### src/rtl/crypt_pkg.sv
// rtl/crypt_pkg.sv - shared types and cipher round arithmetic for crypt_engine
// Functions work on a WMAX-bit word masked to the active width n, so one package serves any N <= WMAX.
package crypt_pkg;

  localparam int WMAX = 32;

  typedef logic [WMAX-1:0] word_t;

  typedef enum logic [1:0] {
    IDLE = 2'd0,
    RUN  = 2'd1,
    DONE = 2'd2
  } state_t;

  function automatic word_t width_mask(input int n);
    word_t m;
    m = '0;
    for (int i = 0; i < WMAX; i++) begin
      if (i < n) m[i] = 1'b1;
    end
    return m;
  endfunction

  function automatic word_t rotl(input word_t x, input int s, input int n);
    word_t xm;
    int    sh;
    xm = x & width_mask(n);
    sh = s % n;
    if (sh == 0) return xm;
    return ((xm << sh) | (xm >> (n - sh))) & width_mask(n);
  endfunction

  function automatic word_t rotr(input word_t x, input int s, input int n);
    word_t xm;
    int    sh;
    xm = x & width_mask(n);
    sh = s % n;
    if (sh == 0) return xm;
    return ((xm >> sh) | (xm << (n - sh))) & width_mask(n);
  endfunction

  function automatic word_t round_key(input word_t key, input int r, input int n);
    return rotl(key, r % n, n) ^ (word_t'(r) & width_mask(n));
  endfunction

  function automatic word_t enc_round(input word_t x, input word_t k, input int n);
    return (rotl(x ^ k, 1, n) + k) & width_mask(n);
  endfunction

  // Undoes enc_round step by step in reverse: subtract, rotate back, unmask.
  function automatic word_t dec_round(input word_t x, input word_t k, input int n);
    return (rotr((x - k) & width_mask(n), 1, n) ^ k) & width_mask(n);
  endfunction

endpackage

### src/rtl/crypt_round_unit.sv
// rtl/crypt_round_unit.sv - one combinational cipher round, direction chosen by mode
// The round key is derived from the live round index so the engine only sequences the counter.
module crypt_round_unit
  import crypt_pkg::*;
#(
  parameter int N = 8
) (
  input  logic [N-1:0] x,
  input  logic [N-1:0] key,
  input  logic [N-1:0] rnd,
  input  logic         mode,
  output logic [N-1:0] y
);

  word_t k;

  always_comb begin
    k = round_key(word_t'(key), int'(rnd), N);
    if (mode) begin
      y = N'(dec_round(word_t'(x), k, N));
    end else begin
      y = N'(enc_round(word_t'(x), k, N));
    end
  end

endmodule

### src/rtl/crypt_engine.sv
// rtl/crypt_engine.sv - iterative encrypt/decrypt engine with valid/ready handshakes and running MAC
// One round per clock; x_q is the working register, out_data_q only changes on entry into DONE.
module crypt_engine
  import crypt_pkg::*;
#(
  parameter int N      = 8,
  parameter int ROUNDS = 4
) (
  input  logic         clock,
  input  logic         reset_n,
  input  logic         in_valid,
  output logic         in_ready,
  input  logic         mode,
  input  logic [N-1:0] key,
  input  logic [N-1:0] data,
  output logic         out_valid,
  input  logic         out_ready,
  output logic [N-1:0] out_data,
  output logic [N-1:0] mac,
  input  logic         mac_clear
);

  localparam logic [N-1:0] LAST = N'(ROUNDS - 1);

  state_t       state_q, state_d;
  logic [N-1:0] x_q, x_d;
  logic [N-1:0] key_q, key_d;
  logic         mode_q, mode_d;
  logic [N-1:0] din_q, din_d;
  logic [N-1:0] rnd_q, rnd_d;
  logic [N-1:0] out_data_q, out_data_d;
  logic [N-1:0] mac_q, mac_d;
  logic [N-1:0] round_y;

  crypt_round_unit #(.N(N)) u_round (
    .x    (x_q),
    .key  (key_q),
    .rnd  (rnd_q),
    .mode (mode_q),
    .y    (round_y)
  );

  always_comb begin
    state_d    = state_q;
    x_d        = x_q;
    key_d      = key_q;
    mode_d     = mode_q;
    din_d      = din_q;
    rnd_d      = rnd_q;
    out_data_d = out_data_q;
    mac_d      = mac_q;
    case (state_q)
      IDLE: begin
        if (in_valid) begin
          key_d   = key;
          mode_d  = mode;
          x_d     = data;
          din_d   = data;
          rnd_d   = mode ? LAST : '0;
          state_d = RUN;
        end
      end
      RUN: begin
        x_d = round_y;
        if (rnd_q == (mode_q ? '0 : LAST)) begin
          state_d    = DONE;
          rnd_d      = '0;
          out_data_d = round_y;
          // The MAC always covers ciphertext: the result when encrypting, the input when decrypting.
          mac_d      = {mac_q[N-2:0], mac_q[N-1]} ^ (mode_q ? din_q : round_y);
        end else begin
          rnd_d = mode_q ? (rnd_q - N'(1)) : (rnd_q + N'(1));
        end
      end
      DONE: begin
        if (out_ready) state_d = IDLE;
      end
      default: state_d = IDLE;
    endcase
    if (mac_clear) mac_d = '0;
  end

  always_ff @(posedge clock or negedge reset_n) begin
    if (!reset_n) begin
      state_q    <= IDLE;
      x_q        <= '0;
      key_q      <= '0;
      mode_q     <= 1'b0;
      din_q      <= '0;
      rnd_q      <= '0;
      out_data_q <= '0;
      mac_q      <= '0;
    end else begin
      state_q    <= state_d;
      x_q        <= x_d;
      key_q      <= key_d;
      mode_q     <= mode_d;
      din_q      <= din_d;
      rnd_q      <= rnd_d;
      out_data_q <= out_data_d;
      mac_q      <= mac_d;
    end
  end

  assign in_ready  = (state_q == IDLE);
  assign out_valid = (state_q == DONE);
  assign out_data  = out_data_q;
  assign mac       = mac_q;

endmodule

### config.mk
export PLATFORM = sky130hd
export DESIGN_NAME = crypt_engine
export DESIGN_NICKNAME = d
export VERILOG_FILES = /design/src/rtl/crypt_pkg.sv /design/src/rtl/crypt_round_unit.sv /design/src/rtl/crypt_engine.sv
export SDC_FILE = /design/constraint.sdc
export NUM_CORES = 1
export LEC_CHECK = 0
export ABC_AREA = 1
export CAP_MARGIN = 20
export CELL_PAD_IN_SITES_DETAIL_PLACEMENT = 1
export CELL_PAD_IN_SITES_GLOBAL_PLACEMENT = 1
export CORE_ASPECT_RATIO = 0.5
export CORE_UTILIZATION = 31
export CTS_BUF_LIST = sky130_fd_sc_hd__clkbuf_4
export CTS_CLUSTER_DIAMETER = 120
export DETAILED_ROUTE_END_ITERATION = 16
export GPL_TIMING_DRIVEN = 0
export PLACE_DENSITY = 0.71
export REMOVE_ABC_BUFFERS = 1
export SLEW_MARGIN = 0
export SYNTH_ARGS = -nofsm -noshare
export SYNTH_HDL_FRONTEND = slang
export SYNTH_SLANG_ARGS = --single-unit
### constraint.sdc
create_clock -name clock -period 4.4 [get_ports clock]
set_clock_uncertainty 0.15 [all_clocks]
set_input_delay 0.66 -clock clock [delete_from_list [all_inputs] [get_ports clock]]
set_output_delay 0.66 -clock clock [all_outputs]
set_load 0.02 [all_outputs]
==> results of run 1 <==
-- flip-flops by register name, indices dropped and copies added, names as in the netlist --
signal	cells
out_data	8
rnd_q	8
mac	8
mode_q	1
din_q	8
key_q	8
x_q	8
state_q	2
-- through the flow --
stage                     hold slack [ns]  cell area [sq um]
after floorplan                     0.214               4040
after global placement              0.319               4640
after detailed placement            0.321               4660
after CTS                         0.00391               4800
after global routing               0.0186               4840
final                             0.00777               4840
-- synthesized netlist by cell type (3+ instances only) --
master,instances,share of area (%)
nand3_2,13,3.1
nand2_2,15,2.3
dfrtp_1,51,31
or2_2,5,0.75
a21oi_1,13,1.6
o211ai_1,5,0.91
clkbuf_1,4,0.36
nand3b_1,3,0.54
o22ai_1,4,0.60
inv_2,5,0.45
nand4_1,3,0.45
o21ai_2,3,0.63
buf_6,4,1.1
xnor2_1,5,1.1
a21o_1,3,0.54
nor3_1,5,0.60
o21ai_1,8,0.97
inv_1,64,5.8
ha_1,20,6.0
o21ai_0,23,2.8
nand2_1,197,18
nor2_1,32,2.9
xor2_1,10,2.1
nand3_1,66,8.0
nand2_4,3,0.81
-- path summary, 6_finish.rpt --
check,start,end,depth (start not counted)
max,rnd_q[1],mac[6],26
min,reset_n,key_q[1],1
max reg2reg,rnd_q[1],mac[6],26
min reg2reg,din_q[4],din_q[4],2
max in group asynchronous,reset_n,rnd_q[1],2
min in group clock,din_q[4],din_q[4],2
-- worst reg2reg max path: cells and delay by family, from the launching register on --
| family | cells | cell delay, ns |
|---|---|---|
| AOI/OAI and AO/OA | 2 | 0.36 |
| and+or+nand+nor | 14 | 1.26 |
| buffers and inverters | 5 | 0.48 |
| xor gates and xnor gates | 1 | 0.21 |
| adders and majority gates | 4 | 1.05 |
| DFF | 1 | 0.46 |
-- layer usage --
| layer | vias up | global-route usage [%] | wire (um) | share of wire [%] |
|---|---|---|---|---|
| met1 | 1960 | 27.3 | 6300 | 50 |
| met4 | 0 | 3.47 | 93 | 0.74 |
| met3 | 8 | 2.68 | 345 | 2.8 |
| li1 | 2013 | - | - | - |
| met5 | - | 0 | 0 | 0 |
| met2 | 35 | 31.8 | 5760 | 46 |
-- cell families after synthesis --
kind of cell	after synthesis	share of synthesized area [%]
AND/OR/NAND/NOR	348	38.7
buffers and inverters	82	8.78
AO/OA/AOI/OAI	77	12.0
flip-flops	51	30.8
adder cells (fa/ha/maj)	21	6.52
XOR/XNOR	15	3.17
-- final cells by class --
cell class / count / share of cell area (%)
Tap cell: 170 / 4.39
Sequential cell: 51 / 26.4
Clock buffer: 5 / 0.775
Clock inverter: 3 / 1.40
Timing Repair Buffer: 45 / 9.15
Multi-Input combinational cell: 461 / 52.3
Inverter: 69 / 5.53
-- timing repair --
action | CTS | global route
pin swaps | 0 | 1
buffers inserted | 2 | 3
gates resized for setup | 5 | 7
endpoints found under the setup margin | 16 | 12
==> impl_metrics.toml, run 1 <==
[finish]
stdcell_count = 804
layout_common_cells = "nand2_1 (197), nand3_1 (66), inv_1 (63), dfrtp_1 (48), clkdlybuf4s50_1 (38)"
layout-drive-gt1-share_pct = 12.1
fill_cells = 1637
multi_input_area_sq_mm = 0.00253
antennaDiodeCount = 0
final_util_pct = 37.7
syn_to_final_growth_pct = 16.8
layout_commonest_cell = "nand2_1"
layout.nets = 676
seq_area_sq_mm = 0.00128

[clock_network]
clock_tree.root_cell = "clkbuf_4"
cts_tree = "built"
clkTransAtPathRegs_ns = 0.18
ctsHoldBuffers = 0
numCtsBuffers = 5
cts.sinks = 51
htreeDepth = 2
cts_max_path_buffers = 2
clkLatencyLatePin_ns = 0.41

[global_route]
grt_max_degree = 36
first_global_vias = 4093
grt_pass1_wl_um = 20900
grt_antenna_before_repair = 0
grt_use_total_pct = 19.4
grt_overflow = 0

[floorplanning]
ios = 40
core_region_area_sq_mm = 0.0128
initial_core_util_pct = 32.3
num_rows = 29
die_h_um = 83.8
die_x_um = 166
dieArea_sq_mm = 0.0139

[route]
num_vias = 4016
drtIter0Drc = 222
wl_per_cell_um = 15.5
drt_first_pass_iters = 10
antenna_left = 0
wl_um = 12500
via_per_inst = 5.00
drc = 4

[synth]
syn-instance-count = 594
async_flop_share_pct = 100
yosys.cell_types.count = 48
yosysSeqAreaShare_pct = 30.8
synth_edf_count = 0
ys_ff_latch = 51
yosys_most_used_dff = "dfrtp_1"
syn_area_sq_mm = 0.00415
yosys_warnings = 0
avgSynthCellArea_sq_um = 6.98

[sta]
fin_crit_ns = 4.05
finalSetupTns_ns = 0
maxSlewViolCount = 0
worstMarginPinSlew_ns = 1.02
finalHoldViolCount = 0
fmax_mhz = 247
setup-violations-final = 0
rsz0062_at_grt = "no"
slew_headroom_pct = 32.3
setup_ws_ns = 0.352
min_period_over_period_pct = 92.0

[setup_path]
cpLargestDelayFamily = "simple AND/OR/NAND/NOR gates"
ff2ff_setup_slack_ns = 0.35
crit_fanout = 7
arrival_ns = 4.24
max_stage_delay_ns = 0.46
cp.required_ns = 4.59
crit_path_frequent_cell = "nand2_1"
cp_num_buf_inv = 5
worstSetupPathType = "reg2reg"
setup.worst_path.end_class = "flop"
worstSetupStartpointType = "flop"
cpMaxStageDelayCell = "dfrtp_2"

[placed_design]
place.gp.congestion = 0.878
dp_hpwl_um = 9770
place_inst = 791
preCtsSetupSlack_ns = -0.552
portBuffers = 39

[worst_hold_path]
hp-class = "in2async"

[run_status]
violations = "DRC"
status = "finished with violations"

[flow_run]
cap_violations = 0
Power of run 1 is left out: the tool's default activity adds up to more than one toggle a clock period on the data nets, which glitch-free logic cannot reach.
==> run 2, diff against run 1 <==
- SYNTH_HIERARCHICAL: unset -> 1
==> run 2 against run 1 <==
- the flow now finishes without violations
- sequential cell count is the same
- via count up 11%
- die area rose by 6.5%
- non-clock buffer count rose by 7
- register-to-register slack lost 0.11 ns
- fmax fell by 2.7%
- utilization is 0.36 points higher
- first-iteration DRC count grew 8.6%
- cell count is 12% higher
- global-route usage grew 1.6 points
- synthesized cell count grew 11%
- critical path type unchanged
==> impl_metrics.toml, run 2 <==
[run_status]
status = "completed"

[sta]
setup_ws_ns = 0.239
worstMarginPinSlew_ns = 0.562
setup-violations-final = 0
finalHoldViolCount = 0
min_period_over_period_pct = 94.6
fin_crit_ns = 4.16
slew_headroom_pct = 62.5
maxSlewViolCount = 0
fmax_mhz = 240

[global_route]
grt_overflow = 0
grt_pass1_wl_um = 24000
first_global_vias = 4641
grt_antenna_before_repair = 0
grt_max_degree = 33
grt_use_total_pct = 21.0

[clock_network]
clock_tree.root_cell = "clkbuf_4"
cts_max_path_buffers = 2
ctsHoldBuffers = 0
numCtsBuffers = 5
cts_tree = "built"
htreeDepth = 2
clkLatencyLatePin_ns = 0.42
clkTransAtPathRegs_ns = 0.21
cts.sinks = 51

[setup_path]
critPathLaunch = "rnd_q[0]"
worstSetupPathType = "reg2reg"
worstSetupStartpointType = "flop"
crit_path_end = "mac[3]"
cp.required_ns = 4.60
r2r-start = "rnd_q[0]"
reg2reg_to = "mac[3]"
arrival_ns = 4.36
ff2ff_setup_slack_ns = 0.24
setup.worst_path.end_class = "flop"
crit_fanout = 12
ff2ff_path_depth = 27

[synth]
netlist.top_cell.by_area = "dfrtp_1"
synth.area.top_cells = "dfrtp_1 (29%), nand2_1 (19%), nand3_1 (11%)"
yosys_most_used_dff = "dfrtp_1"
syn-instance-count = 657
yosys_warnings = 6
avgSynthCellArea_sq_um = 6.73
synth_most_common_cell = "nand2_1"
synth_top_area_share_pct = 28.9
ys_ff_latch = 51
syn_area_sq_mm = 0.00442
synth_edf_count = 0
async_flop_share_pct = 100
yosysSeqAreaShare_pct = 28.9
yosys.cell_types.count = 41
synth.top_cells.by_count = "nand2_1 (227), nand3_1 (94), inv_1 (75)"

[route]
drc = 0
drt_first_pass_iters = 4
antenna_left = 0
num_vias = 4471
wl_um = 14500
via_per_inst = 4.98
drtIter0Drc = 241
wl_per_cell_um = 16.2

[floorplanning]
dieArea_sq_mm = 0.0148
die_x_um = 171
initial_core_util_pct = 32.2
core_region_area_sq_mm = 0.0137
num_rows = 30
die_h_um = 86.5
ios = 40

[finish]
fill_cells = 1768
layout-drive-gt1-share_pct = 14.9
layout_common_cells = "nand2_1 (226), nand3_1 (92), inv_1 (72), dfrtp_1 (48), clkdlybuf4s50_1 (38)"
syn_to_final_growth_pct = 18.3
antennaDiodeCount = 0
layout_commonest_cell = "nand2_1"
layout.nets = 746

[worst_hold_path]
hp-class = "in2async"

[placed_design]
preCtsSetupSlack_ns = -1.00
dp_hpwl_um = 10800
place.gp.congestion = 0.897
portBuffers = 39

[flow_run]
cap_violations = 0
[run 2: changes by cell type in the layout (fill, tap and decap cells not counted), sizes merged, moves of 3 or more]
cell / before / now
a21boi: 2 / 5
a21o: 3 / 0
a21oi: 15 / 21
buf: 7 / 14
inv: 68 / 85
nand2: 215 / 246
nand3: 80 / 108
nor2: 35 / 30
nor3: 5 / 0
o22ai: 4 / 1
or2: 5 / 8
[run 2: critical path, stage by stage, from the launching register on]
cell and delay [ns]:
dfrtp_4 0.52, inv_8 0.08, ha_4 0.17, ha_4 0.28, a21boi_4 0.21, nand3_1 0.10
o2111ai_1 0.10, o21ai_1 0.13, xor2_2 0.28, buf_4 0.16, buf_4 0.09, buf_4 0.11
ha_1 0.13, inv_1 0.04, ha_1 0.17, inv_1 0.06, nand2_2 0.07, nand2_1 0.09
nand3_1 0.09, nand2_1 0.08, nand3_1 0.06, nand3_1 0.08, nand2_1 0.11, inv_1 0.13
o21ai_0 0.16, or2_2 0.31, nand3_1 0.08, nand2_1 0.05
[run 2: cell families (layout without fill, tap and decap cells)]
kind of cell | count (synthesis) | count (layout) | share of synthesized area, %
simple gates | 398 | 398 | 41.8
buf+inv | 98 | 146 | 9.68
compound gates | 76 | 76 | 11.1
flops | 51 | 51 | 28.9
fa+ha+maj | 20 | 20 | 5.83
xor+xnor | 14 | 14 | 2.77
[run 2: worst min-delay path by stage]
stage                      from     endpoint  cells after the start
CTS                     reset_n       mac[7]                      1
detailed placement  out_data[6]  out_data[6]                      2
finish                  reset_n       mac[3]                      1
floorplan               reset_n     din_q[0]                      0
global route            reset_n       mac[5]                      1
global placement       din_q[4]     din_q[4]                      2
[run 2: metal layers]
| metal | part of all wire [%] | GRT usage [%] | vias up |
|---|---|---|---|
| li1 | - | - | 2220 |
| met1 | 53 | 31.0 | 2173 |
| met2 | 42 | 32.8 | 68 |
| met3 | 3.6 | 2.74 | 10 |
| met4 | 0.90 | 4.14 | 0 |
| met5 | 0 | 0 | - |
[run 2: area by class of cell]
class                           count  area (sq um)  share of cell area, %
Clock buffer                        5          37.5                  0.718
Clock inverter                      3          25.0                  0.479
Inverter                           86           338                   6.46
Multi-Input combinational cell    508          2790                   53.4
Sequential cell                    51          1280                   24.5
Tap cell                          192           240                   4.59
Timing Repair Buffer               52           515                   9.86
[run 2: timing repair]
action / CTS / global route
buffers inserted: 7 / 4
pin swaps: 1 / 4
setup endpoints to repair: 22 / 6
gates resized for setup: 14 / 11
[run 2: through the flow]
stage                     cells  cell area (sq um)  setup TNS (ns)  utilization (%)  hold WS, ns
after global routing        897               5230       -0.000820             38.1       0.0113
after global placement      876               4950           -8.70             36.0        0.311
after floorplan             645               4320               0                -        0.214
after detailed placement    877               4970          -10.64             36.2        0.316
after CTS                   892               5130               0             37.4      0.00673
final                       897               5230               0             38.1      0.00530
Power of run 2 is left out for the same reason.
==> run 3, diff against run 2 <==
--- a/config.mk
+++ b/config.mk
@@ -7,3 +7,3 @@
 export LEC_CHECK = 0
-export ABC_AREA = 1
+export ABC_AREA = 0
 export CAP_MARGIN = 20
@@ -16,4 +16,3 @@
 export DETAILED_ROUTE_END_ITERATION = 16
-export GPL_TIMING_DRIVEN = 0
-export PLACE_DENSITY = 0.71
+export PLACE_DENSITY = 0.68
 export REMOVE_ABC_BUFFERS = 1
--- a/constraint.sdc
+++ b/constraint.sdc
@@ -4,2 +4,2 @@
 set_output_delay 0.66 -clock clock [all_outputs]
-set_load 0.02 [all_outputs]
+set_load 0.05 [all_outputs]
==> run 3 against run 2 <==
- the flow now finishes with violations (setup timing)
- area after synthesis fell by 5.6%
- clock-buffer cell count stayed put
- non-clock buffer count increased by 66
- setup slack got worse by 0.35 ns
- sequential share of layout area fell by 2.2 points
- first-iteration DRC count fell by 39%
- synthesized cell count decreased by 29%
- routed wire length down 7.9%
- highest routed layer unchanged
- critical path depth decreased by 4
- utilization increased by 6.4 points
- die area is 5.5% lower
==> impl_metrics.toml, run 3 <==
[run_status]
status = "finished with violations"
violations = "setup timing"

[route]
drc = 0
drtIter0Drc = 148
wl_per_cell_um = 18.0
wl_um = 13300
via_per_inst = 5.27
antenna_left = 0
drt_first_pass_iters = 4
num_vias = 3915

[global_route]
use_met1_pct = 27.0
grt_antenna_before_repair = 0
grt-busiest-layer = "met2"
grt_pass1_wl_um = 21400
grt_max_degree = 41
use_met3_pct = 2.28
grt_use_total_pct = 19.4
use_met2_pct = 31.9
grt_overflow = 0
first_global_vias = 4062

[clock_network]
cts_tree = "built"
numCtsBuffers = 5
clkTransAtPathRegs_ns = 0.19
clkLatencyLatePin_ns = 0.40
cts.sinks = 51
htreeDepth = 2
cts_max_path_buffers = 2
clock_tree.root_cell = "clkbuf_4"

[synth]
syn_area_sq_mm = 0.00418
synth.top_cells.by_count = "nand2_1 (81), dfrtp_1 (51), nor2_1 (36)"
yosysSeqAreaShare_pct = 30.6
async_flop_share_pct = 100
avgSynthCellArea_sq_um = 9.00
synth_top_area_share_pct = 30.6
yosys_warnings = 6
synth.area.top_cells = "dfrtp_1 (31%), nand2_1 (7.3%), mux2i_1 (7.0%)"
ys_ff_latch = 51
netlist.top_cell.by_area = "dfrtp_1"
synth_most_common_cell = "nand2_1"
yosys.cell_types.count = 80
yosys_most_used_dff = "dfrtp_1"
synth_edf_count = 0
syn-instance-count = 464

[floorplanning]
num_rows = 29
dieArea_sq_mm = 0.0140
ios = 40
core_region_area_sq_mm = 0.0129
initial_core_util_pct = 32.4
die_h_um = 84.1
die_x_um = 166

[setup_path]
worstSetupStartpointType = "flop"
setup.worst_path.end_class = "flop"
arrival_ns = 4.65
cp.required_ns = 4.54
worstSetupPathType = "reg2reg"
crit_fanout = 6
ff2ff_path_depth = 23

[placed_design]
dp_hpwl_um = 9360
place.gp.congestion = 0.866
portBuffers = 39

[finish]
seq_area_sq_mm = 0.00128
multi_input_area_sq_mm = 0.00310
layout-drive-gt1-share_pct = 28.6
syn_to_final_growth_pct = 37.2
layout_commonest_cell = "nand2_1"
layout_common_cells = "nand2_1 (79), buf_4 (73), dfrtp_1 (51), clkdlybuf4s50_1 (38), nor2_1 (32)"
layout.nets = 614
fill_cells = 1470
antennaDiodeCount = 0

[sta]
setup_ws_ns = -0.109
fmax_mhz = 222
min_period_over_period_pct = 102
slew_headroom_pct = 44.8
setup-violations-final = 3
maxSlewViolCount = 0
finalSetupTns_ns = -0.275
finalHoldViolCount = 0
rsz0062_at_grt = "yes"
fin_crit_ns = 4.51
worstMarginPinSlew_ns = 0.826

[worst_hold_path]
hold_depth = 2
hp-class = "reg2reg"

[flow_run]
cap_violations = 0
## run 3: cell count changes in the layout (fill, tap and decap cells not counted), sizes merged, moves of 21 or more
cell	delta
buf	+64
inv	-65
mux2i	+30
nand2	-164
nand3	-98
xnor2	+21
## run 3: per-layer routing
layer | up-vias | wire, um | share of wire, %
li1 | 1851 | - | -
met1 | 2000 | 6710 | 50
met2 | 47 | 6080 | 46
met3 | 17 | 290 | 2.2
met4 | 0 | 263 | 2.0
met5 | - | 0 | 0
## run 3: metrics by stage
stage / instance area, sq um / worst slack (ns) / hold WS, ns / instances / utilization [%]
4_1_cts: 5380 / -0.0385 / 0.356 / 732 / 41.8
3_5_place_dp: 5120 / -0.258 / 0.318 / 718 / 39.8
3_3_place_gp: 5120 / -0.254 / 0.308 / 718 / 39.8
6_report: 5730 / -0.109 / 0.356 / 743 / 44.5
2_1_floorplan: 4060 / -0.728 / 0.214 / 447 / -
5_1_grt: 5730 / -0.360 / 0.382 / 743 / 44.5
## run 3: cell families after synthesis
group,count (synthesis),share of synthesized area (%)
buf+inv,37,4.61
simple gates,170,19.4
fa+ha+maj,21,6.44
mux,43,11.4
xor+xnor,42,10.0
flops,51,30.6
compound gates,100,17.5
## run 3: repair_timing
action,CTS,global route
hold buffers,1,0
setup endpoints to repair,12,13
hold endpoints to repair,11,0
setup buffers,5,12
pin swaps,17,31
gates resized for setup,28,48
gates cloned,0,0
## run 3: final timing paths
check	slack, ns	startpoint	endpoint
worst max-delay path	-0.11	rnd_q[0]	mac[6]
max in group asynchronous	2.74	reset_n	out_data[1]
worst max register to register	-0.11	rnd_q[0]	mac[6]
worst min register to register	0.36	din_q[2]	din_q[2]
worst min-delay path	0.36	din_q[2]	din_q[2]
min in group asynchronous	0.51	reset_n	din_q[7]
## run 3: layout make-up
class,instances,area share (%)
repair buffers,118,17.5
clock buffers,5,0.655
multi-input cells,376,54.1
flip-flops and latches,51,22.3
inverters,20,1.31
well taps,170,3.71
clock inverters,3,0.415
## run 3: critical path: stages (launching register included)
cell,delay (ns)
dfrtp_1,0.43
inv_2,0.07
ha_4,0.33
buf_6,0.14
mux2i_2,0.24
nand2_2,0.09
nand3_4,0.10
a311oi_2,0.10
a21o_1,0.22
ha_4,0.30
xor2_2,0.14
ha_2,0.21
inv_2,0.05
o31ai_4,0.24
o311ai_4,0.15
a2111oi_2,0.35
buf_4,0.16
a2111oi_2,0.04
xor2_1,0.17
mux2i_1,0.24
mux2i_1,0.14
xnor2_1,0.14
mux2i_1,0.14
nor2_1,0.06
Power of run 3 is left out for the same reason.
